### src/rtl/halut_ctrl_pkg.sv
// Shared types and helpers for the HALUT encoder controller.
// Contents:
//   - state_t: controller FSM state (IDLE/RUN/DONE).
//   - width helpers: codebook-address width and per-unit threshold-memory
//     address width.
//   - addr_unit/addr_local: split a global threshold address (c*K + k) into
//     the owning encoder unit and the address inside that unit's memory.
package halut_ctrl_pkg;

  typedef enum logic [1:0] {
    IDLE = 2'd0,
    RUN  = 2'd1,
    DONE = 2'd2
  } state_t;

  function automatic int caddr_width(input int c);
    return (c > 1) ? $clog2(c) : 1;
  endfunction

  function automatic int thresh_addr_width(input int c, input int k, input int units);
    return $clog2((c / units) * k);
  endfunction

  // Codebooks are striped round-robin across units: unit = c % EncUnits.
  function automatic int addr_unit(input int addr, input int k, input int units);
    return (addr / k) % units;
  endfunction

  // Within a unit, its codebooks are packed densely: (c / EncUnits) * K + k.
  function automatic int addr_local(input int addr, input int k, input int units);
    return ((addr / k) / units) * k + (addr % k);
  endfunction

endpackage

### src/rtl/halut_thresh_demux.sv
// Registered threshold-write demux.
// One accepted global write (wr) lands one cycle later on exactly one unit:
// that unit's we pulses for a cycle and its waddr/wdata take the new values;
// every other unit keeps its previous waddr/wdata.
// Ports:
//   clk, rst         clock, asynchronous active-high reset
//   wr               accepted write strobe
//   addr, data       global address (c*K + k) and threshold value
//   waddr, wdata, we per-unit write port
module halut_thresh_demux
  import halut_ctrl_pkg::*;
#(
  parameter  int K                  = 16,
  parameter  int C                  = 32,
  parameter  int DataTypeWidth      = 16,
  parameter  int EncUnits           = 4,
  localparam int TotalAddrWidth     = $clog2(C * K),
  localparam int ThreshMemAddrWidth = thresh_addr_width(C, K, EncUnits)
) (
  input  logic                                         clk,
  input  logic                                         rst,
  input  logic                                         wr,
  input  logic [TotalAddrWidth-1:0]                    addr,
  input  logic [DataTypeWidth-1:0]                     data,
  output logic [EncUnits-1:0][ThreshMemAddrWidth-1:0]  waddr,
  output logic [EncUnits-1:0][DataTypeWidth-1:0]       wdata,
  output logic [EncUnits-1:0]                          we
);

  logic [31:0]                   unit_sel;
  logic [ThreshMemAddrWidth-1:0] laddr;

  assign unit_sel = 32'(addr_unit(32'(addr), K, EncUnits));
  assign laddr    = ThreshMemAddrWidth'(addr_local(32'(addr), K, EncUnits));

  always_ff @(posedge clk or posedge rst) begin
    if (rst) begin
      waddr <= '0;
      wdata <= '0;
      we    <= '0;
    end else begin
      for (int u = 0; u < EncUnits; u++) begin
        we[u] <= wr && (unit_sel == u);
        if (wr && (unit_sel == u)) begin
          waddr[u] <= laddr;
          wdata[u] <= data;
        end
      end
    end
  end

endmodule

### src/rtl/halut_encoder_ctrl.sv
// HALUT encoder array controller.
// IDLE: accepts threshold writes (cfg_valid_i/cfg_ready_o) and demuxes them
//   onto the per-unit write ports; start_i launches a run of rows_i rows.
// RUN: holds encoder_o high, forwards the array's (c, k, valid) stream with a
//   row index, flags out-of-order codebooks in sticky err_o, and finishes on
//   the last codebook of the last row (or aborts on abort_i).
// DONE: one-cycle done_o, then back to IDLE.
// Optional: define HALUT_ENCODER_CTRL_TIMEOUT_EN to add a RUN watchdog that
//   sets err_o and returns to IDLE after TimeoutCycles cycles with no
//   enc_valid_i. Without it, RUN waits indefinitely.
// Ports: clk_i/rst_i; cfg_* write stream; waddr_o/wdata_o/we_o per-unit
//   threshold ports; start_i/rows_i/abort_i run control; encoder_o enable;
//   enc_* array stream in; out_* forwarded stream; busy_o/done_o/err_o status.
module halut_encoder_ctrl
  import halut_ctrl_pkg::*;
#(
  parameter  int K                  = 16,
  parameter  int C                  = 32,
  parameter  int DataTypeWidth      = 16,
  parameter  int EncUnits           = 4,
  parameter  int RowWidth           = 16,
  parameter  int TimeoutCycles      = 64,
  localparam int CAddrWidth         = caddr_width(C),
  localparam int TreeDepth          = $clog2(K),
  localparam int TotalAddrWidth     = $clog2(C * K),
  localparam int ThreshMemAddrWidth = thresh_addr_width(C, K, EncUnits)
) (
  input  logic                                         clk_i,
  input  logic                                         rst_i,
  input  logic                                         cfg_valid_i,
  output logic                                         cfg_ready_o,
  input  logic [TotalAddrWidth-1:0]                    cfg_addr_i,
  input  logic [DataTypeWidth-1:0]                     cfg_data_i,
  output logic [EncUnits-1:0][ThreshMemAddrWidth-1:0]  waddr_o,
  output logic [EncUnits-1:0][DataTypeWidth-1:0]       wdata_o,
  output logic [EncUnits-1:0]                          we_o,
  input  logic                                         start_i,
  input  logic [RowWidth-1:0]                          rows_i,
  input  logic                                         abort_i,
  output logic                                         encoder_o,
  input  logic [CAddrWidth-1:0]                        enc_c_addr_i,
  input  logic [TreeDepth-1:0]                         enc_k_addr_i,
  input  logic                                         enc_valid_i,
  output logic [CAddrWidth-1:0]                        out_c_addr_o,
  output logic [TreeDepth-1:0]                         out_k_addr_o,
  output logic [RowWidth-1:0]                          out_row_o,
  output logic                                         out_valid_o,
  output logic                                         busy_o,
  output logic                                         done_o,
  output logic                                         err_o
);

  if ((C % EncUnits) != 0 || (EncUnits & (EncUnits - 1)) != 0 || TimeoutCycles < 1) begin : g_bad_param
    $error("halut_encoder_ctrl: EncUnits must be a power of two dividing C; TimeoutCycles >= 1");
  end

  state_t                state, state_next;
  logic [CAddrWidth-1:0] c_cnt;
  logic [RowWidth-1:0]   row_cnt, rows_q;
  logic                  start_acc, fwd, last_c, final_out, timeout;

  assign start_acc = (state == IDLE) && start_i;
  assign fwd       = (state == RUN) && enc_valid_i;
  assign last_c    = (c_cnt == CAddrWidth'(C - 1));
  assign final_out = fwd && last_c && (row_cnt == rows_q - RowWidth'(1));

`ifdef HALUT_ENCODER_CTRL_TIMEOUT_EN
  localparam int WdWidth = $clog2(TimeoutCycles + 1);
  logic [WdWidth-1:0] wdog;

  // Counts consecutive RUN cycles without an array output; fires on the
  // TimeoutCycles-th such cycle.
  always_ff @(posedge clk_i or posedge rst_i) begin
    if (rst_i)                             wdog <= '0;
    else if (state != RUN || enc_valid_i)  wdog <= '0;
    else                                   wdog <= wdog + WdWidth'(1);
  end

  assign timeout = (state == RUN) && !enc_valid_i && (wdog == WdWidth'(TimeoutCycles - 1));
`else
  assign timeout = 1'b0;
`endif

  halut_thresh_demux #(
    .K(K), .C(C), .DataTypeWidth(DataTypeWidth), .EncUnits(EncUnits)
  ) u_demux (
    .clk  (clk_i),
    .rst  (rst_i),
    .wr   (cfg_valid_i && cfg_ready_o),
    .addr (cfg_addr_i),
    .data (cfg_data_i),
    .waddr(waddr_o),
    .wdata(wdata_o),
    .we   (we_o)
  );

  // State register
  always_ff @(posedge clk_i or posedge rst_i) begin
    if (rst_i) state <= IDLE;
    else       state <= state_next;
  end

  // Next state; abort outranks both the final output and the watchdog.
  always_comb begin
    state_next = state;
    unique case (state)
      IDLE:    if (start_i) state_next = (rows_i != '0) ? RUN : DONE;
      RUN:     if (abort_i || timeout) state_next = IDLE;
               else if (final_out)     state_next = DONE;
      DONE:    state_next = IDLE;
      default: state_next = IDLE;
    endcase
  end

  // Outputs
  always_comb begin
    cfg_ready_o  = (state == IDLE);
    busy_o       = (state != IDLE);
    done_o       = (state == DONE);
    out_valid_o  = fwd;
    out_c_addr_o = fwd ? enc_c_addr_i : '0;
    out_k_addr_o = fwd ? enc_k_addr_i : '0;
    out_row_o    = fwd ? row_cnt : '0;
  end

  // Registered so it follows RUN exactly: high from the first RUN cycle,
  // low the cycle after RUN is left.
  always_ff @(posedge clk_i or posedge rst_i) begin
    if (rst_i) encoder_o <= 1'b0;
    else       encoder_o <= (state_next == RUN);
  end

  always_ff @(posedge clk_i or posedge rst_i) begin
    if (rst_i) begin
      c_cnt   <= '0;
      row_cnt <= '0;
      rows_q  <= '0;
      err_o   <= 1'b0;
    end else if (start_acc) begin
      c_cnt   <= '0;
      row_cnt <= '0;
      rows_q  <= rows_i;
      err_o   <= 1'b0;
    end else begin
      if (timeout) err_o <= 1'b1;
      if (fwd) begin
        if (enc_c_addr_i != c_cnt) err_o <= 1'b1;
        c_cnt <= last_c ? '0 : c_cnt + CAddrWidth'(1);
        if (last_c) row_cnt <= row_cnt + RowWidth'(1);
      end
    end
  end

endmodule
### config.mk
export PLATFORM = sky130hd
export DESIGN_NAME = halut_encoder_ctrl
export DESIGN_NICKNAME = d
export VERILOG_FILES = /design/src/rtl/halut_ctrl_pkg.sv /design/src/rtl/halut_thresh_demux.sv /design/src/rtl/halut_encoder_ctrl.sv
export SDC_FILE = /design/constraint.sdc
export NUM_CORES = 1
export LEC_CHECK = 0
export ABC_CLOCK_PERIOD_IN_PS = 6450
export BUFFER_PORTS_ARGS = -buffer_cell sky130_fd_sc_hd__clkbuf_2
export CORE_ASPECT_RATIO = 0.7
export CORE_MARGIN = 3
export CORE_UTILIZATION = 40
export CTS_BUF_LIST = sky130_fd_sc_hd__clkbuf_4
export DETAILED_ROUTE_END_ITERATION = 10
export GPL_ROUTABILITY_DRIVEN = 0
export GPL_TIMING_DRIVEN = 0
export SLEW_MARGIN = 20
export SYNTH_ARGS = -nofsm -noshare
export SYNTH_HDL_FRONTEND = slang
export SYNTH_SLANG_ARGS = --single-unit
### constraint.sdc
create_clock -name clk_i -period 6.45 [get_ports clk_i]
set_input_delay 1.29 -clock clk_i [delete_from_list [all_inputs] [get_ports clk_i]]
set_output_delay 1.29 -clock clk_i [all_outputs]
set_load 0.03 [all_outputs]
== Word-level counts from Yosys, hierarchy flattened ==
Cells that the tools add are included.
Storage, ports and cells
  logic and storage cells: 63
  input bits: 56
  bits in registers: 137
Operators by class
  reductions and logical operators: 18
  mux-type cells: 17
  $add $sub $neg: 4
  equal/unequal tests: 9
Operator list (count)
  $mux 16: 4
  $logic_not 32->1: 1
  $mux 5: 4
  $add 16x1->16 const B: 1
  $eq 16x16->1: 1
  $reduce_bool 16->1: 1
  $sub 16x1->16 const B: 1
  $logic_and 1x1->1: 9
  $mux 2: 4
  $reduce_bool 2->1: 4
  $add 7x4->7: 1
  $eq 2x1->1 const B: 3
  $eq 2x2->1 const B: 3
  $add 5x1->5 const B: 1
  $eq 5x5->1 const B: 1
  $ne 5x5->1: 1
  $mux 4: 1
  $pmux 2 s2: 1
  $reduce_and 2->1: 2
  $mux 1: 3
  $logic_not 2->1: 1

== Logic depth before layout (Yosys ltp) ==
Gate-level depths: netlist of run 1.
  depth in word-level cells: 8
  depth in mapped cells: 9

== Hierarchy ==
From an unflattened synthesis of run 1, not the netlist that was laid out.
Unflattened totals
  cells, all modules: 512
  area, all modules: 6175.9 µm²
Modules (own cells, without submodules)
  halut_thresh_demux: cells an instance 204, area each 3574.7 µm², sequential area each 2402.3 µm², instances 1
  halut_encoder_ctrl: cells an instance 308, area each 2601.2 µm², sequential area each 1026.0 µm², instances 1

== Worst setup path after synthesis of run 1 ==
Ideal clock, no wire load.
  kind: in2out
  from: input enc_valid_i
  to: output out_row_o[1]
  path buffers: 0
  data required time: 5.160 ns
  data arrival time: 1.834 ns
  stages on the path: 2
  setup slack: 3.326 ns
  path through: nand2_1 nor2_1
On the way
  longest elaborated chain between the ends: 2
Ends and longest elaborated chain
  from (decl): RTL line halut_encoder_ctrl.sv:43  | input logic enc_valid_i,
  $logic_and 1x1->1: RTL line halut_encoder_ctrl.sv:63  | assign fwd = (state == RUN) && enc_valid_i;
  $mux 16: RTL line halut_encoder_ctrl.sv:123  | out_row_o = fwd ? row_cnt : '0;
  to (decl): RTL line halut_encoder_ctrl.sv:46  | output logic [RowWidth-1:0] out_row_o,
No other way between the ends.

== Worst setup path after layout of run 1 ==
  from: register state[0]
  to: output out_row_o[0]
On the way
  longest elaborated chain between the ends: 3
Ends and longest elaborated chain
  from (decl): RTL line halut_encoder_ctrl.sv:57  | state_t state, state_next;
  from (signal assigned): RTL line halut_encoder_ctrl.sv:100  | else state <= state_next;
  $eq 2x1->1: RTL line halut_encoder_ctrl.sv:63
  $logic_and 1x1->1: RTL line halut_encoder_ctrl.sv:63
  $mux 16: RTL line halut_encoder_ctrl.sv:123
No other way between the ends.

==> implementation parameters, run 1 <==
Parameter                              Value

Clock network
  Clock-pin slew of the registers on the worst-case setup and hold paths    ~0.13 ns
  CTS tree    done
  Clock sinks    around 140
  Total CTS buffers    17
  CTS Buffer Depth    2
  Clock root buffer    clkbuf_4
  Post-CTS setup buffer count    0
  Maximum level of the CTS H-tree    4
  Hold-fix buffers at CTS    0
  Clk_lat worst skew    about 0.56 ns
  Post-cts repair resize count    0

Timing
  Layout Skew    0.02057 ns
  Sum Neg Setup Slack    0 ns
  Transition time at the pin with the least slew margin    just over 0.8 ns
  Post-route fraction of the period consumed by the critical path    between 50% and 60%
  WHS    slightly below 0.5 ns
  Count of final setup violators    0
  Maximum clock rate    approximately 260 MHz
  Number of slew-limit violations in the final report    0
  Number of hold-slack violations in the final timing report    0
  Normalized max-slew margin    45.06%
  Final min period    approximately 3.8 ns
  RSZ-0062 raised after global routing    false

Flow run
  Number of violations of the max-capacitance limit    0

Global route
  Total Routing Usage GR    between 10% and 20%
  Residual overflow from global routing    0
  First-pass GRT wire length    roughly 26000 um
  Initial antenna violation count    0
  Via count of the first global-routing pass    between 4000 and 5000
  Pin count of the biggest net entering global routing    94

Setup path
  Largest stage delay on the critical path    a little over 0.5 ns
  Largest delay contributor family on the critical path    buffers and inverters
  Data required time of the critical path    around 5.2 ns
  Crit end category    output pin
  Cells along the critical path    nor2b_1 > clkbuf_1 > clkbuf_1 > and3_1 > clkbuf_2
  CP arrival    2.53 ns
  Slowest stage cell on the critical path    clkbuf_1
  Crit path max fanout    10
  Category of the most critical setup path    register to output pin
  Register-to-register path setup slack    ~3.5 ns
  Sum of buffers and inverters on the critical path    3
  Dominant cell type by count on the critical path    clkbuf_1
  Critical Path Source Type    register

Placed design
  I/O Buffers    about 180
  Sum of net half-perimeters after detailed placement    12500 um
  Number of cells in the design after placement    940
  Total placed instance area    7332 um^2

Die
  Placement row count    37
  Die Y-Extent    109.7 um
  Initial core utilization    approximately 41%
  Number of I/O pins    183
  Placeable core region    ~15000 um^2
  Die width    154.1 um
  Die Outline Area    16900 um^2

Logic synthesis
  Number of warnings reported in the yosys synthesis log    0
  Syn Inst Count    562
  Cell area after synthesis    ~6100 um^2
  Synth unique cells    46
  Number of enable-type register cells in the synthesized netlist    0
  Sequential area share after synthesis    a little under three fifths
  Number of synthesized register bits    around 140
  Syn_area_per_cell    about 11 um^2
  Synth Net Count    approximately 620
  Most used DFF post-synth    dfrtp_1
  Proportion of synthesized flip-flops having asynchronous set or reset    100.0%

Outcome
  Result of the run    finished clean

Cells and area
  Number of nets in the layout    ~820
  Non-Filler Cell Area, Final    between 7000 and 8000 um^2
  Fraction of layout cells with a size suffix above 1    34.79%
  Signed area change from the synthesized netlist to the final layout    24.75%
  Filler Cell Count    approximately 1400
  N_diodes    0
  Count of placed standard cells in the final layout, fillers left out    between 900 and 1000

Drt
  Remaining antenna violation count    0
  Routed wire length    around 17000 um
  Detailed Routing Iterations Pass 1    5
  Average routed wire per standard cell    between 15 and 20 um
  Drt via density    5.085
  Total via count after detailed routing    4938
  DRC marker count from the first detailed-route iteration    313
  Remaining design rule violation count    0

Power and ir drop
  Pwr per Cell Area    360.3 nW/um^2
  Cell leakage power    approximately 0.0039 uW
  Max IR drop VDD    182.0 uV

Hold path
  Class of the tightest hold or removal check    register to register
==> cell usage in the layout, fill, tap and decap left out, types with 5 or more instances in the layout <==
cell / netlist / final
clkinv_4: 0 / 5
clkbuf_2: 0 / 182
o21ai_0: 8 / 8
clkbuf_1: 15 / 15
clkbuf_4: 0 / 18
nor3_1: 10 / 10
xor2_1: 17 / 17
dfrtp_1: 137 / 137
inv_1: 11 / 10
nand2_1: 128 / 128
buf_2: 5 / 5
nand3_1: 15 / 15
nand4_1: 6 / 6
nor2b_1: 6 / 6
nor2_1: 30 / 30
mux2_2: 43 / 43
mux2_1: 26 / 26
nor4_1: 6 / 6
xnor2_1: 20 / 20
and3_1: 26 / 26
==> Yosys cell counts, types with 3 or more instances <==
| cell | count | share of area, % |
|---|---|---|
| o21ai_0 | 8 | 0.65 |
| inv_1 | 11 | 0.67 |
| buf_2 | 5 | 0.41 |
| nor2_1 | 30 | 1.8 |
| nor2b_1 | 6 | 0.61 |
| and2_1 | 3 | 0.31 |
| nand4_1 | 6 | 0.61 |
| nor3_1 | 10 | 0.81 |
| and3_1 | 26 | 2.6 |
| xnor2_1 | 20 | 2.9 |
| dfrtp_1 | 137 | 56 |
| nand3_1 | 15 | 1.2 |
| ha_1 | 4 | 0.81 |
| or4_1 | 4 | 0.49 |
| xor2_1 | 17 | 2.4 |
| nor4_1 | 6 | 0.61 |
| nand2_1 | 128 | 7.8 |
| a31oi_1 | 4 | 0.41 |
| mux2_2 | 43 | 7.9 |
| clkbuf_1 | 15 | 0.92 |
| a21oi_1 | 4 | 0.33 |
| mux2_1 | 26 | 4.8 |
==> flip-flops by register name, indices dropped and copies added, names as in the netlist <==
register,cells
u_demux.wdata,64
u_demux.waddr,28
row_cnt,16
rows_q,16
c_cnt,5
u_demux.we,4
state,2
encoder_o,1
err_o,1
==> logic make-up after synthesis <==
kind of cell | synth area share, %
adder cells (fa/ha/maj) | 0.8149
XOR/XNOR | 5.276
AND/OR/NAND/NOR | 19.45
AO/OA/AOI/OAI | 3.870
buffers and inverters | 2.118
flip-flops | 55.82
multiplexers | 12.65
==> where the power goes <==
group / internal, uW / leakage, uW / total, uW / switching (uW)
Sequential: 1050 / 0.00171 / 1180 / 133
Clock: 316 / 0.000177 / 649 / 333
Combinational: 296 / 0.00202 / 930 / 634
Total: 1660 / 0.00391 / 2760 / 1100
==> metrics by stage <==
step	setup slack, ns	total power [uW]	utilization (%)
floorplan	1.492	1810	-
global placement	0.02582	2106	49.10
detailed placement	2.821	2132	49.34
CTS	2.641	2786	51.56
global route	2.470	2914	51.56
finish	2.628	2761	51.56
==> worst paths after layout <==
kind | start | to | cells after the start
worst max-delay path | state[0] | out_row_o[0] | 5
worst min-delay path | u_demux.wdata[63] | u_demux.wdata[63] | 2
worst max register to register | c_cnt[1] | state[0] | 9
worst min register to register | u_demux.wdata[63] | u_demux.wdata[63] | 2
max in group asynchronous | rst_i | row_cnt[13] | 3
min in group asynchronous | rst_i | u_demux.wdata[21] | 2
==> layer usage <==
metal	global-route usage (%)	share of wire, %
met5	0	0
met4	5.860	1.0
met3	7.474	8.4
met2	28.64	44
met1	28.02	47
==> area by class of cell <==
| cell class | count | area (um^2) | area share [%] |
|---|---|---|---|
| Sequential cell | 137 | 3428 | 44.74 |
| Buffer | 22 | 88.84 | 1.159 |
| Timing Repair Buffer | 183 | 938.4 | 12.25 |
| Inverter | 11 | 48.80 | 0.6368 |
| Clock inverter | 13 | 195.2 | 2.547 |
| Multi-Input combinational cell | 392 | 2584 | 33.72 |
| Tap cell | 195 | 244.0 | 3.184 |
| Clock buffer | 18 | 135.1 | 1.764 |
==> worst register-to-register path: stages (launching register included) <==
cell and delay (ns):
dfrtp_1 0.47, ha_1 0.22, and3_1 0.16, ha_1 0.29, nand4b_1 0.37, nor3_1 0.44, o2111ai_1 0.18, a211oi_1 0.24
nand4_1 0.19, a32o_2 0.31
Power figures use the tool's default switching activity.
==> run 2: changes to the inputs <==
Settings changed: ABC_CLOCK_PERIOD_IN_PS 6450 to 3390, PLACE_DENSITY set to 0.67.
Clock period 6.45 ns to 3.39 ns, I/O delays scaled along.
==> implementation parameters, run 2 (synthesis gave the netlist of run 1 again) <==
Parameter                              Value

Setup path
  Crit end category    output pin
  Register-to-register path setup slack    0.36 ns (-3.11 ns)
  Largest stage delay on the critical path    0.44 ns (-0.07 ns)
  Data required time of the critical path    2.71 ns (-2.45 ns)
  Critical Path Source Type    register
  Crit path max fanout    10 (unchanged)
  CP arrival    2.36 ns (-0.17 ns)
  Slowest stage cell on the critical path    clkbuf_1
  Category of the most critical setup path    register to output pin
  Dominant cell type by count on the critical path    clkbuf_1
  Cells along the critical path    nor2b_1 > clkbuf_1 > clkbuf_1 > and3_1 > clkbuf_2

Power and ir drop
  Net switching power    2158 uW (+96%)
  Net switching share of the total power    42.75% (+2.9 points)
  Internal power component    2890 uW (+74%)
  Max IR drop VDD    358.4 uV (+97%)
  Share of power burned in the clock network    20.0% (-3.5 points)
  Portion of total power attributed to combinational logic    35.5% (+1.8 points)
  Pwr per Cell Area    657.1 nW/um^2 (+82%)
  Cell leakage power    0.003904 uW (about the same)
  Sequential group share of total power    44.5% (+1.7 points)

Clock network
  Hold-fix buffers at CTS    0 (unchanged)
  Clk_lat worst skew    0.52 ns (-0.04 ns)
  Post-cts repair resize count    0 (unchanged)
  Post-CTS setup buffer count    0 (unchanged)
  CTS Buffer Depth    2 (unchanged)
  Clock root buffer    clkbuf_4
  Total CTS buffers    17 (unchanged)
  Clock sinks    137 (unchanged)
  Clock-pin slew of the registers on the worst-case setup and hold paths    0.14 ns (about the same)
  CTS tree    done
  Maximum level of the CTS H-tree    4 (unchanged)

Hold path
  Class of the tightest hold or removal check    primary input to async pin

Drt
  Remaining antenna violation count    0 (unchanged)
  Drt via density    5.155 (+1.4%)
  Total via count after detailed routing    5031 (+1.9%)
  Average routed wire per standard cell    17.04 um (-0.42%)
  Remaining design rule violation count    0 (unchanged)
  DRC marker count from the first detailed-route iteration    347 (+11%)
  Detailed Routing Iterations Pass 1    4 (-1)
  Routed wire length    16630 um (about the same)

Placed design
  Sum of net half-perimeters after detailed placement    12990 um (+3.9%)
  Post-place setup slack    0.4724 ns (-2.349 ns)
  I/O Buffers    182 (unchanged)

Timing
  Layout Skew    0.02422 ns (+0.003651 ns)
  Number of slew-limit violations in the final report    0 (unchanged)
  Sum Neg Setup Slack    0 ns (unchanged)
  Post-route fraction of the period consumed by the critical path    between 80% and 90%
  Transition time at the pin with the least slew margin    0.7332 ns (-0.08460 ns)
  Number of hold-slack violations in the final timing report    0 (unchanged)
  Maximum clock rate    between 300 and 400 MHz
  Final min period    3.035 ns
  WHS    0.1401 ns (-0.3527 ns)
  RSZ-0062 raised after global routing    false
  Smallest setup slack after layout    0.3548 ns (-2.273 ns)
  Count of final setup violators    0 (unchanged)
  Normalized max-slew margin    50.74% (+5.7 points)

Global route
  First-pass GRT wire length    26520 um (+1.0%)
  Residual overflow from global routing    0 (unchanged)
  Total Routing Usage GR    19.84% (-0.033 points)
  Pin count of the biggest net entering global routing    36 (-62%)
  Via count of the first global-routing pass    5068 (+3.0%)
  Initial antenna violation count    0 (unchanged)

Cells and area
  Register with the highest flop count    u_demux.wdata
  Core utilization of the finished layout    51.70% (+0.13 points)
  N_diodes    0 (unchanged)
  Top library cells by usage in the layout, fill and taps aside    182 x clkbuf_2, 137 x dfrtp_1, 128 x nand2_1, 43 x mux2_2, 30 x nor2_1
  Number of nets in the layout    828 (+0.49%)
  Fraction of layout cells with a size suffix above 1    35.08% (+0.29 points)
  Max FFs per register    64 (unchanged)
  Signed area change from the synthesized netlist to the final layout    25.08%
  Largest regs    u_demux.wdata x64, u_demux.waddr x28
  Most common library cell in the layout ignoring fill and taps    clkbuf_2

Die
  Die width    154.1 um (unchanged)
  Placement row count    37 (unchanged)
  Die Y-Extent    109.7 um (unchanged)
  Initial core utilization    41.33% (unchanged)
  Number of I/O pins    183 (unchanged)
  Placeable core region    14860 um^2 (unchanged)
  Die Outline Area    16900 um^2 (unchanged)

Outcome
  Result of the run    finished clean

Flow run
  Number of violations of the max-capacitance limit    0 (unchanged)
==> run 2: per-stage QoR <==
stage / power [uW] / cells / cell area [um^2]
2_1_floorplan: 3444 / 562 / 6146
3_3_place_gp: 4004 / 939 / 7301
3_5_place_dp: 4081 / 944 / 7423
4_1_cts: 5102 / 976 / 7682
5_1_grt: 5337 / 976 / 7682
6_report: 5048 / 976 / 7682
==> run 2: final timing paths <==
check,start,endpoint,cells past startpoint
min reg2reg,u_demux.wdata[60],u_demux.wdata[60],2
max reg2reg,c_cnt[0],state[0],9
max in group asynchronous,rst_i,u_demux.waddr[13],4
max,state[0],out_row_o[0],5
min,rst_i,u_demux.wdata[21],2
min in group clk_i,rows_i[12],rows_q[12],3
==> run 2: critical path: cells and delay by family (launching register included) <==
kind | cells | cell delay [ns]
buffers and inverters | 3 | 1.03
flip-flops | 1 | 0.43
AND/OR/NAND/NOR | 2 | 0.39
==> run 2: layout make-up <==
| class | count | area [um^2] |
|---|---|---|
| Inverter | 11 | 45.04 |
| Multi-Input combinational cell | 392 | 2584 |
| Fill cell | 1352 | 7178 |
| Clock inverter | 15 | 131.4 |
| Tap cell | 195 | 244.0 |
| Clock buffer | 17 | 127.6 |
| Timing Repair Buffer | 187 | 1033 |
| Sequential cell | 137 | 3428 |
| Buffer | 22 | 88.84 |
==> run 2: power by group through the flow <==
stage               sequential, uW  clock [uW]  combinational (uW)
global route                  2300        1120                1920
detailed placement            2280           0                1800
floorplan                     2880           0                 565
finish                        2250        1010                1790
global placement              2250           0                1750
CTS                           2250        1050                1810
==> run 2: routing by layer <==
metal  global-route usage (%)  vias to the layer above  routed length (um)
met5                        0                        -                   0
met4                    5.230                        0                 199
li1                         -                     2349                   -
met3                    5.547                       19                1255
met2                    30.04                      171                7499
met1                    28.30                     2492                7675
==> run 3: changes to the inputs <==
Settings changed: ABC_AREA set to 1.
==> implementation parameters, run 3 <==
Parameter                              Value

Power and ir drop
  Sequential group share of total power    43.8% (-0.7 points)
  Net switching power    2170 uW (+0.54%)
  Net switching share of the total power    43.18% (+0.43 points)
  Share of power burned in the clock network    22.5% (+2.5 points)
  Max IR drop VDD    329.7 uV (-8.0%)
  Internal power component    2855 uW (-1.2%)
  Pwr per Cell Area    642.2 nW/um^2 (-2.3%)
  Cell leakage power    0.004189 uW (+7.3%)
  Portion of total power attributed to combinational logic    33.7% (-1.8 points)

Drt
  DRC marker count from the first detailed-route iteration    390 (+12%)
  Remaining design rule violation count    0 (unchanged)
  Detailed-routed wire length on met3    1105 um (-12%)
  Drt via density    4.833 (-6.2%)
  Max Used Layer    met4
  Average routed wire per standard cell    15.27 um (-10%)
  Total via count after detailed routing    5640 (+12%)
  Routed wire length    17820 um (+7.2%)
  Length of routed met2 wiring    7226 um (-3.6%)
  Wire length on met1    9210 um (+20%)
  Remaining antenna violation count    0 (unchanged)
  Detailed Routing Iterations Pass 1    4 (unchanged)

Cells and area
  Largest regs    u_demux.wdata x64, u_demux.waddr x28
  Signed area change from the synthesized netlist to the final layout    25.16% (about the same)
  Multi-input combinational cell area    2306 um^2 (-11%)
  Number of nets in the layout    1019 (+23%)
  N_diodes    0 (unchanged)
  Filler Cell Count    1430 (+5.8%)
  Sequential cell area    3428 um^2 (unchanged)
  Core utilization of the finished layout    52.16% (+0.46 points)
  Register with the highest flop count    u_demux.wdata
  Top library cells by usage in the layout, fill and taps aside    193 x nand2_1, 183 x clkbuf_2, 137 x dfrtp_1, 93 x inv_1, 93 x o21ai_0
  Most common library cell in the layout ignoring fill and taps    nand2_1
  Fraction of layout cells with a size suffix above 1    27.57% (-7.5 points)
  Max FFs per register    64 (unchanged)

Placed design
  Sum of net half-perimeters after detailed placement    13840 um (+6.5%)
  Post-place setup slack    0.8725 ns (+0.4001 ns)
  I/O Buffers    182 (unchanged)

Global route
  Total Routing Usage GR    21.21% (+1.4 points)
  First-pass GRT wire length    28990 um (+9.3%)
  Pin count of the biggest net entering global routing    34 (-5.6%)
  Via count of the first global-routing pass    5456 (+7.7%)
  Residual overflow from global routing    0 (unchanged)
  Initial antenna violation count    0 (unchanged)

Logic synthesis
  Number of warnings reported in the yosys synthesis log    0 (unchanged)
  Cell with the most instances after synthesis    nand2_1
  Cell area after synthesis    6251 um^2 (+1.8%)
  Number of enable-type register cells in the synthesized netlist    0 (unchanged)
  Sequential area share after synthesis    54.84% (-0.97 points)
  Top post-synthesis cells by area    dfrtp_1 55%, nand2_1 12%, o21ai_0 7.4%, inv_1 5.6%, nor2_1 3.7%
  List of most frequent post-synthesis cells    193 x nand2_1, 137 x dfrtp_1, 94 x inv_1, 93 x o21ai_0, 61 x nor2_1
  Top cell type's share of synthesized area    54.84% (-0.97 points)
  Syn Inst Count    753 (+34%)
  Synth Net Count    813 (+31%)
  Most used DFF post-synth    dfrtp_1
  Number of synthesized register bits    137 (unchanged)
  Syn_area_per_cell    8.301 um^2 (-24%)
  Proportion of synthesized flip-flops having asynchronous set or reset    100.0% (unchanged)
  Synth unique cells    33 (-28%)
  Library cell with the largest summed area after synthesis    dfrtp_1

Die
  Initial core utilization    41.68% (+0.34 points)
  Die Y-Extent    110.6 um (+0.83%)
  Die width    155.4 um (+0.85%)
  Number of I/O pins    183 (unchanged)
  Placeable core region    15000 um^2 (+0.93%)
  Placement row count    37 (unchanged)
  Die Outline Area    17190 um^2 (+1.7%)

Clock network
  Clock-pin slew of the registers on the worst-case setup and hold paths    0.15 ns (about the same)
  CTS Buffer Depth    2 (unchanged)
  Maximum level of the CTS H-tree    4 (unchanged)
  Post-CTS setup buffer count    0 (unchanged)
  Hold-fix buffers at CTS    0 (unchanged)
  Clock root buffer    clkbuf_4
  Clock sinks    137 (unchanged)
  CTS tree    done
  Clk_lat worst skew    0.54 ns (+0.02 ns)
  Post-cts repair resize count    0 (unchanged)
  Total CTS buffers    17 (unchanged)

Timing
  Smallest setup slack after layout    0.6051 ns (+0.2503 ns)
  Number of slew-limit violations in the final report    0 (unchanged)
  Count of final setup violators    0 (unchanged)
  Sum Neg Setup Slack    0 ns (unchanged)
  Post-route fraction of the period consumed by the critical path    82.15% (-7.4 points)
  Transition time at the pin with the least slew margin    0.5295 ns (-0.2037 ns)
  WHS    0.1373 ns (-0.002816 ns)
  Normalized max-slew margin    64.70% (+14 points)
  Maximum clock rate    359.1 MHz (+9.0%)
  RSZ-0062 raised after global routing    false
  Layout Skew    0.01813 ns (-0.006090 ns)
  Final min period    2.785 ns (-0.2503 ns)
  Number of hold-slack violations in the final timing report    0 (unchanged)

Outcome
  Result of the run    finished clean

Setup path
  Critical Path Source Type    register
  Data required time of the critical path    2.71 ns (about the same)
  Category of the most critical setup path    register to output pin
  Crit end category    output pin
  CP arrival    2.11 ns (-0.25 ns)
  Crit path max fanout    10 (unchanged)

Hold path
  Class of the tightest hold or removal check    primary input to async pin

Flow run
  Number of violations of the max-capacitance limit    0 (unchanged)
## run 3: cell count changes after synthesis, moves of 15 or more
| cell | previous run | this run |
|---|---|---|
| o21ai_0 | 8 | 93 |
| inv_1 | 11 | 94 |
| nand2_1 | 128 | 193 |
| mux2_2 | 43 | 0 |
| nor2_1 | 30 | 61 |
| o21ai_1 | 1 | 31 |
| and3_1 | 26 | 0 |
| mux2_1 | 26 | 0 |
| xnor2_1 | 20 | 5 |
## run 3: critical path: stages, from the launching register on
cell,delay (ns)
dfrtp_1,0.42
inv_1,0.09
nand3_2,0.10
buf_2,0.30
buf_1,0.40
nor2_1,0.08
clkbuf_2,0.20
## run 3: layout make-up
| cell class | count | area share, % |
|---|---|---|
| plain buffers | 28 | 1.663 |
| clock inverters | 15 | 2.191 |
| well taps | 195 | 3.119 |
| flip-flops and latches | 137 | 43.82 |
| multi-input cells | 485 | 29.47 |
| repair buffers | 187 | 13.11 |
| inverters | 103 | 4.990 |
| clock buffers | 17 | 1.631 |
## run 3: cells by family after synthesis
group | count (synthesis) | share of synthesized area [%]
adder cells (fa/ha/maj) | 4 | 0.8007
AO/OA/AOI/OAI | 143 | 11.67
XOR/XNOR | 13 | 1.821
buffers and inverters | 131 | 8.267
flip-flops | 137 | 54.84
AND/OR/NAND/NOR | 325 | 22.60
## run 3: per-stage QoR
step | total power (uW) | cells | instance area, um^2
3_5_place_dp | 3924 | 1135 | 7525
3_3_place_gp | 3887 | 1130 | 7410
6_report | 5025 | 1167 | 7824
4_1_cts | 5062 | 1167 | 7824
2_1_floorplan | 3339 | 753 | 6255
5_1_grt | 5323 | 1167 | 7824
## run 3: power groups by stage
stage / Sequential, uW / Clock [uW] / Combinational, uW
after floorplan: 2770 / 0 / 567
after global placement: 2220 / 0 / 1660
after detailed placement: 2220 / 0 / 1700
after CTS: 2200 / 1160 / 1700
after global routing: 2250 / 1230 / 1850
final: 2200 / 1130 / 1690
## run 3: worst paths after layout
check	start	end	slack, ns	cells past startpoint
setup / recovery	state[1]	out_row_o[6]	0.61	6
hold / removal	rst_i	u_demux.wdata[35]	0.14	2
setup reg to reg	c_cnt[0]	state[0]	1.31	15
hold reg to reg	u_demux.wdata[58]	u_demux.wdata[58]	0.50	2
max in group asynchronous	rst_i	u_demux.wdata[30]	2.33	5
min in group clk_i	cfg_addr_i[4]	u_demux.we[0]	0.34	2
## run 3: per-layer routing
metal  track usage, %  vias to the layer above
met3            5.562                       23
met2            29.16                      159
met1            32.97                     2653
met5                0                        -
li1                 -                     2805
met4            5.481                        0
